$ cat src/rtl/mem_lsu_if.sv
// Data-memory request/response bus between the load/store unit (master) and memory (slave).
interface mem_lsu_if #(
   parameter int unsigned DATA_WIDTH = 32,
   parameter int unsigned STRB_WIDTH = 4
);
   logic                  dmem_req_valid;
   logic                  dmem_req_ready;
   logic [DATA_WIDTH-1:0] dmem_addr;
   logic                  dmem_we;
   logic [STRB_WIDTH-1:0] dmem_wstrb;
   logic [DATA_WIDTH-1:0] dmem_wdata;
   logic                  dmem_rsp_valid;
   logic [DATA_WIDTH-1:0] dmem_rsp_rdata;

   modport master (
      output dmem_req_valid, dmem_addr, dmem_we, dmem_wstrb, dmem_wdata,
      input  dmem_req_ready, dmem_rsp_valid, dmem_rsp_rdata
   );

   modport slave (
      input  dmem_req_valid, dmem_addr, dmem_we, dmem_wstrb, dmem_wdata,
      output dmem_req_ready, dmem_rsp_valid, dmem_rsp_rdata
   );
endinterface

$ cat src/rtl/mem_lsu.sv
// Memory-access stage: runs RV32 loads/stores over a valid/ready bus, stalls upstream
// until the access completes, and presents one writeback per instruction.
module mem_lsu #(
   parameter int unsigned DATA_WIDTH = 32,
   parameter int unsigned STRB_WIDTH = 4
) (
   input  logic                  i_clk,
   input  logic                  i_rst_n,
   input  logic                  i_valid,
   input  logic [6:0]            i_opcode,
   input  logic [2:0]            i_funct3,
   input  logic [DATA_WIDTH-1:0] i_alu_dout,
   input  logic [DATA_WIDTH-1:0] i_rs2_rd_data,
   output logic                  o_stall,
   mem_lsu_if.master             dmem,
   output logic                  o_misalign,
   output logic                  o_wb_valid,
   output logic [DATA_WIDTH-1:0] o_wb_data
);
   localparam logic [6:0] OpLoad  = 7'b0000011;
   localparam logic [6:0] OpStore = 7'b0100011;

   typedef enum logic [1:0] {StIdle, StReq, StWait, StDone} state_e;

   state_e                state_q;
   logic                  req_valid_q, we_q, misalign_q, wb_valid_q;
   logic [DATA_WIDTH-1:0] addr_q, wdata_q, wb_data_q;
   logic [STRB_WIDTH-1:0] wstrb_q;
   logic [2:0]            funct3_q;
   logic [1:0]            off_q;

   logic                  is_load, is_store, memop, aligned, accept;
   logic [STRB_WIDTH-1:0] st_strb;
   logic [DATA_WIDTH-1:0] st_wdata, rsp_sh, ld_data;

   // Undefined funct3 encodings fall through as ordinary ALU results.
   assign is_load  = (i_opcode == OpLoad) &&
                     (i_funct3 inside {3'd0, 3'd1, 3'd2, 3'd4, 3'd5});
   assign is_store = (i_opcode == OpStore) && (i_funct3 <= 3'd2);
   assign memop    = i_valid && (is_load || is_store);

   always_comb begin
      aligned  = 1'b0;
      st_strb  = '0;
      st_wdata = '0;
      case (i_funct3[1:0])
         2'b00: begin
            aligned  = 1'b1;
            st_strb  = 4'b0001 << i_alu_dout[1:0];
            st_wdata = {4{i_rs2_rd_data[7:0]}};
         end
         2'b01: begin
            aligned  = ~i_alu_dout[0];
            st_strb  = i_alu_dout[1] ? 4'b1100 : 4'b0011;
            st_wdata = {2{i_rs2_rd_data[15:0]}};
         end
         2'b10: begin
            aligned  = (i_alu_dout[1:0] == 2'b00);
            st_strb  = 4'hF;
            st_wdata = i_rs2_rd_data;
         end
         default: ;
      endcase
   end

   assign rsp_sh = dmem.dmem_rsp_rdata >> {off_q, 3'b000};

   always_comb begin
      ld_data = rsp_sh;
      case (funct3_q)
         3'd0:    ld_data = {{24{rsp_sh[7]}}, rsp_sh[7:0]};
         3'd1:    ld_data = {{16{rsp_sh[15]}}, rsp_sh[15:0]};
         3'd4:    ld_data = {24'd0, rsp_sh[7:0]};
         3'd5:    ld_data = {16'd0, rsp_sh[15:0]};
         default: ld_data = rsp_sh;
      endcase
   end

   // Gated by reset so the stall is low while reset is held regardless of inputs.
   assign accept  = i_rst_n && (state_q == StIdle) && memop && aligned;
   assign o_stall = accept || (state_q == StReq) || (state_q == StWait);

   always_ff @(posedge i_clk or negedge i_rst_n) begin
      if (!i_rst_n) begin
         state_q     <= StIdle;
         req_valid_q <= 1'b0;
         we_q        <= 1'b0;
         misalign_q  <= 1'b0;
         wb_valid_q  <= 1'b0;
         addr_q      <= '0;
         wdata_q     <= '0;
         wb_data_q   <= '0;
         wstrb_q     <= '0;
         funct3_q    <= '0;
         off_q       <= '0;
      end else begin
         wb_valid_q <= 1'b0;
         misalign_q <= 1'b0;
         case (state_q)
            StIdle: begin
               if (memop && aligned) begin
                  addr_q      <= {i_alu_dout[DATA_WIDTH-1:2], 2'b00};
                  we_q        <= is_store;
                  wstrb_q     <= is_store ? st_strb : '0;
                  wdata_q     <= is_store ? st_wdata : '0;
                  funct3_q    <= i_funct3;
                  off_q       <= i_alu_dout[1:0];
                  req_valid_q <= 1'b1;
                  state_q     <= StReq;
               end else if (memop) begin
                  misalign_q <= 1'b1;
               end else if (i_valid) begin
                  wb_valid_q <= 1'b1;
                  wb_data_q  <= i_alu_dout;
               end
            end
            StReq: begin
               if (dmem.dmem_req_ready) begin
                  req_valid_q <= 1'b0;
                  if (we_q) begin
                     wb_valid_q <= 1'b1;
                     wb_data_q  <= '0;
                     state_q    <= StDone;
                  end else begin
                     state_q <= StWait;
                  end
               end
            end
            StWait: begin
               if (dmem.dmem_rsp_valid) begin
                  wb_valid_q <= 1'b1;
                  wb_data_q  <= ld_data;
                  state_q    <= StDone;
               end
            end
            StDone:  state_q <= StIdle;
            default: state_q <= StIdle;
         endcase
      end
   end

   assign dmem.dmem_req_valid = req_valid_q;
   assign dmem.dmem_addr      = addr_q;
   assign dmem.dmem_we        = we_q;
   assign dmem.dmem_wstrb     = wstrb_q;
   assign dmem.dmem_wdata     = wdata_q;
   assign o_misalign          = misalign_q;
   assign o_wb_valid          = wb_valid_q;
   assign o_wb_data           = wb_data_q;
endmodule

$ cat src/flat_wrapper.sv
// flat-port wrapper written by rule: the top's interface ports become plain ports
module mem_lsu_flat 
#(
   parameter int unsigned DATA_WIDTH = 32,
   parameter int unsigned STRB_WIDTH = 4
)
  (i_clk, i_rst_n, i_valid, i_opcode, i_funct3, i_alu_dout, i_rs2_rd_data, o_stall, o_misalign, o_wb_valid, o_wb_data, dmem_dmem_req_valid, dmem_dmem_addr, dmem_dmem_we, dmem_dmem_wstrb, dmem_dmem_wdata, dmem_dmem_req_ready, dmem_dmem_rsp_valid, dmem_dmem_rsp_rdata);
  mem_lsu_if #(.DATA_WIDTH(DATA_WIDTH), .STRB_WIDTH(STRB_WIDTH)) dmem_i ();
  input  logic i_clk;
  input  logic i_rst_n;
  input  logic i_valid;
  input  logic [6:0] i_opcode;
  input  logic [2:0] i_funct3;
  input  logic [DATA_WIDTH-1:0] i_alu_dout;
  input  logic [DATA_WIDTH-1:0] i_rs2_rd_data;
  output logic o_stall;
  output logic o_misalign;
  output logic o_wb_valid;
  output logic [DATA_WIDTH-1:0] o_wb_data;
  output wire logic [$bits(dmem_i.dmem_req_valid)-1:0] dmem_dmem_req_valid;
  output wire logic [$bits(dmem_i.dmem_addr)-1:0] dmem_dmem_addr;
  output wire logic [$bits(dmem_i.dmem_we)-1:0] dmem_dmem_we;
  output wire logic [$bits(dmem_i.dmem_wstrb)-1:0] dmem_dmem_wstrb;
  output wire logic [$bits(dmem_i.dmem_wdata)-1:0] dmem_dmem_wdata;
  input wire logic [$bits(dmem_i.dmem_req_ready)-1:0] dmem_dmem_req_ready;
  input wire logic [$bits(dmem_i.dmem_rsp_valid)-1:0] dmem_dmem_rsp_valid;
  input wire logic [$bits(dmem_i.dmem_rsp_rdata)-1:0] dmem_dmem_rsp_rdata;
  assign dmem_dmem_req_valid = dmem_i.dmem_req_valid;
  assign dmem_dmem_addr = dmem_i.dmem_addr;
  assign dmem_dmem_we = dmem_i.dmem_we;
  assign dmem_dmem_wstrb = dmem_i.dmem_wstrb;
  assign dmem_dmem_wdata = dmem_i.dmem_wdata;
  assign dmem_i.dmem_req_ready = dmem_dmem_req_ready;
  assign dmem_i.dmem_rsp_valid = dmem_dmem_rsp_valid;
  assign dmem_i.dmem_rsp_rdata = dmem_dmem_rsp_rdata;
  mem_lsu #(.DATA_WIDTH(DATA_WIDTH), .STRB_WIDTH(STRB_WIDTH)) u_core (.i_clk(i_clk), .i_rst_n(i_rst_n), .i_valid(i_valid), .i_opcode(i_opcode), .i_funct3(i_funct3), .i_alu_dout(i_alu_dout), .i_rs2_rd_data(i_rs2_rd_data), .o_stall(o_stall), .dmem(dmem_i), .o_misalign(o_misalign), .o_wb_valid(o_wb_valid), .o_wb_data(o_wb_data));
endmodule
$ cat config.mk
export PLATFORM = sky130hd
export DESIGN_NAME = mem_lsu_flat
export DESIGN_NICKNAME = d
export VERILOG_FILES = /design/src/rtl/mem_lsu_if.sv /design/src/rtl/mem_lsu.sv /design/src/flat_wrapper.sv
export SDC_FILE = /design/constraint.sdc
export NUM_CORES = 1
export LEC_CHECK = 0
export CELL_PAD_IN_SITES_DETAIL_PLACEMENT = 1
export CELL_PAD_IN_SITES_GLOBAL_PLACEMENT = 1
export CORE_ASPECT_RATIO = 1.1
export CORE_MARGIN = 2
export CORE_UTILIZATION = 35
export DETAILED_ROUTE_END_ITERATION = 10
export HOLD_SLACK_MARGIN = 0.1
export PLACE_DENSITY_LB_ADDON = 0.08
export SETUP_SLACK_MARGIN = 0.1
export SYNTH_ARGS = -nofsm -noshare
export SYNTH_HDL_FRONTEND = slang
export SYNTH_SLANG_ARGS = --single-unit
$ cat constraint.sdc
create_clock -name i_clk -period 3.1 [get_ports i_clk]
set_input_delay 0.62 -clock i_clk [delete_from_list [all_inputs] [get_ports i_clk]]
set_output_delay 0.62 -clock i_clk [all_outputs]
set_load 0.01 [all_outputs]
==> results.yml, run 1 <==
yosys:
  synth_flop_cell: "dfrtp_1"
  synthTopCellsByArea: "dfrtp_1 (49%), nand2_1 (11%), mux2i_1 (7.6%)"
  async_flop_share_pct: 100
  synth_edf_count: 0
  synthDistinctLibCells: 49
  synth_cells: 595
  ys_seq_area_share_pct: 49.5
  ys.warnings.count: 0
  syn_area_per_cell_um2: 9.27
  yosys.area.top_type: "dfrtp_1"
  yosys.cell_count.top_type: "nand2_1"
  yosys-top-cells-count: "nand2_1 (157), dfrtp_1 (109), o21ai_0 (48)"
  synth_area_mm2: 0.00551
  ys_seq_elements: 109
  synth_top_area_share_pct: 49.5
clock_tree:
  cts_setup_buffers: 0
  cts.repair.resized: 3
  clk_pin_slew_ns: 0.07
  cts_tree: "yes"
  clockBufferDepth: 2
  htreeDepth: 3
  clock-root-buffer: "clkbuf_16"
  cts_hold_buf: 0
  cts.sink_count: 109
  cts_made_buffers: 9
  clock_latency_ns: 0.35
timing:
  fmax_ghz: 0.347
  period_needed_ns: 2.88
  hold_viol: 0
  rsz0062_at_grt: "false"
  tightest_slew_ns: 0.986
  slew_headroom_pct: 34.3
  fin_worst_skew_ns: 0.00856
  maxSlewViolCount: 0
  finalSetupViolations: 0
  post-route-period-util_pct: 93.0
floorplan:
  fp.dieH_um: 136
  start_util_pct: 35.4
  boundaryPins: 216
  die-area_mm2: 0.0168
  row_count: 48
  core_area_mm2: 0.0156
  die_w_um: 124
setup_path:
  cp.required_ns: 2.48
  crit_path_top_delay_cell: "clkdlybuf4s50_1"
  reg2reg_slack_ns: 0.70
  worst-path-max-fanout: 4
  critPathLaunchType: "input pin"
  crit_arrival_ns: 2.26
  crit_type: "in2out"
  cpPeakStageDelay_ns: 0.59
  cp_num_buf_inv: 2
  critPathCaptureType: "output pin"
  crit_family: "buffers and inverters"
  critical_path.cell_chain: "clkdlybuf4s50_1 -> nor3_1 -> nor3_2 -> nor3_4 -> a211o_1 -> dlygate4sd2_1"
power:
  p_per_area_mw_per_mm2: 656
  finalPower_w: 0.00541
  peakVddDrop_mv: 0.402
  power_leakage_nw: 3.66
global_routing:
  globalRouteOverflowTotal: 0
  grt_pass1_wl_um: 30700
  grt_max_degree: 75
  grtUsageTotal_pct: 23.9
  antenna_found_initial: 0
  grt_pass1_vias: 5643
drt:
  dr.pass1.iters: 4
  ant_nets: 0
  drc: 0
  wire_per_inst_um: 19.5
  viasPerCell: 5.20
  drt_iter0_drc: 214
  routed_wl_um: 19800
  vias: 5287
place:
  dpl.hpwl_um: 15000
  gp_congestion: 0.864
  portBuffers: 213
  post_dp_cell_area_mm2: 0.00796
hold_path:
  hp-class: "in2async"
layout:
  drive_gt1_share_pct: 6.74
  diodes: 0
  final_nets: 927
  final_area_mm2: 0.00825
  area_growth_pct: 49.7
status:
  status: "completed"
flow_run:
  drv_cap: 0
cell type report:
class	count	area [µm²]
multi-input combinational	440	2590
tap	200	250
clock inverter	5	60.1
inverter	9	33.8
clock buffer	11	233
fill	1746	7300
sequential	109	2730
timing repair buffer	242	2360
cells in the final DEF, fill, tap and decap left out, types with 2 or more instances in the layout:
cell type,count
a21o_1,8
a21oi_1,37
a221oi_1,9
a22o_1,18
a2bb2oi_1,8
a32oi_1,8
and2_1,8
buf_4,29
clkbuf_1,2
clkbuf_16,9
clkdlybuf4s50_1,210
clkinv_1,2
conb_1,2
dfrtp_1,109
dlygate4sd2_1,2
ha_1,5
inv_1,7
mux2i_1,42
nand2_1,157
nand2b_1,3
nand3_1,3
nor2_1,41
nor2b_1,5
nor3_1,2
nor3_2,2
nor3b_1,3
o21ai_0,48
o22a_1,8
power breakdown:
part	internal [W]	total, W	switching [W]
Sequential	0.00170	0.00184	0.000145
Combinational	0.00111	0.00239	0.00128
Clock	0.000632	0.00118	0.000550
Total	0.00344	0.00541	0.00197
state kept, by name (all words and copies together), names as in the netlist:
register                    flops
u_core.state_q                  2
u_core.dmem.dmem_wdata         32
u_core.funct3_q                 3
u_core.dmem.dmem_we             1
u_core.dmem.dmem_addr          30
u_core.o_misalign               1
u_core.o_wb_data               32
u_core.off_q                    2
u_core.dmem.dmem_req_valid      1
u_core.o_wb_valid               1
u_core.dmem.dmem_wstrb          4
metrics by stage:
| step | hold slack, ns | util [%] | setup TNS, ns | instances | setup slack (ns) |
|---|---|---|---|---|---|
| after floorplan | 0.324 | - | 0 | 596 | 0.747 |
| after global placement | 0.450 | 51.2 | -0.149 | 1000 | -0.103 |
| after detailed placement | 0.462 | 51.2 | -0.720 | 1000 | -0.182 |
| after CTS | 0.360 | 53.0 | 0 | 1016 | 0.215 |
| after global routing | 0.384 | 53.0 | 0 | 1016 | 0.137 |
| final | 0.352 | 53.0 | 0 | 1016 | 0.216 |
final timing paths:
check / from / end / cells past startpoint
min in group i_clk: u_core.dmem.dmem_addr[19] / u_core.dmem.dmem_addr[19] / 2
worst min register to register: u_core.dmem.dmem_addr[19] / u_core.dmem.dmem_addr[19] / 2
max in group asynchronous: i_rst_n / u_core.dmem.dmem_addr[6] / 3
worst min-delay path: i_rst_n / u_core.dmem.dmem_addr[10] / 2
worst max-delay path: i_funct3[0] / o_stall / 6
worst max register to register: u_core.state_q[0] / u_core.dmem.dmem_wdata[3] / 7
per-layer routing:
metal	GRT usage, %	vias to the layer above	wire length, µm
met1	28.7	2593	8210
met4	8.27	0	476
met5	0	-	0
met3	6.61	33	1350
met2	41.0	172	9740
li1	-	2489	-
logic make-up after synthesis:
kind of cell / count (synthesis) / synth area share (%)
AOI/OAI and AO/OA: 154 / 18.4
adders and majority gates: 5 / 1.13
other: 1 / 0.0680
DFF: 109 / 49.5
xor gates and xnor gates: 1 / 0.159
muxes: 43 / 8.03
buffers and inverters: 47 / 3.95
and+or+nand+nor: 235 / 18.7
(Power assumes the default switching activity.)
==> run 2: changes to the inputs <==
- ABC_CLOCK_PERIOD_IN_PS: not set -> 3100
==> results of run 2 <==
Final layout, timing and power as in run 1 (identical DEF).
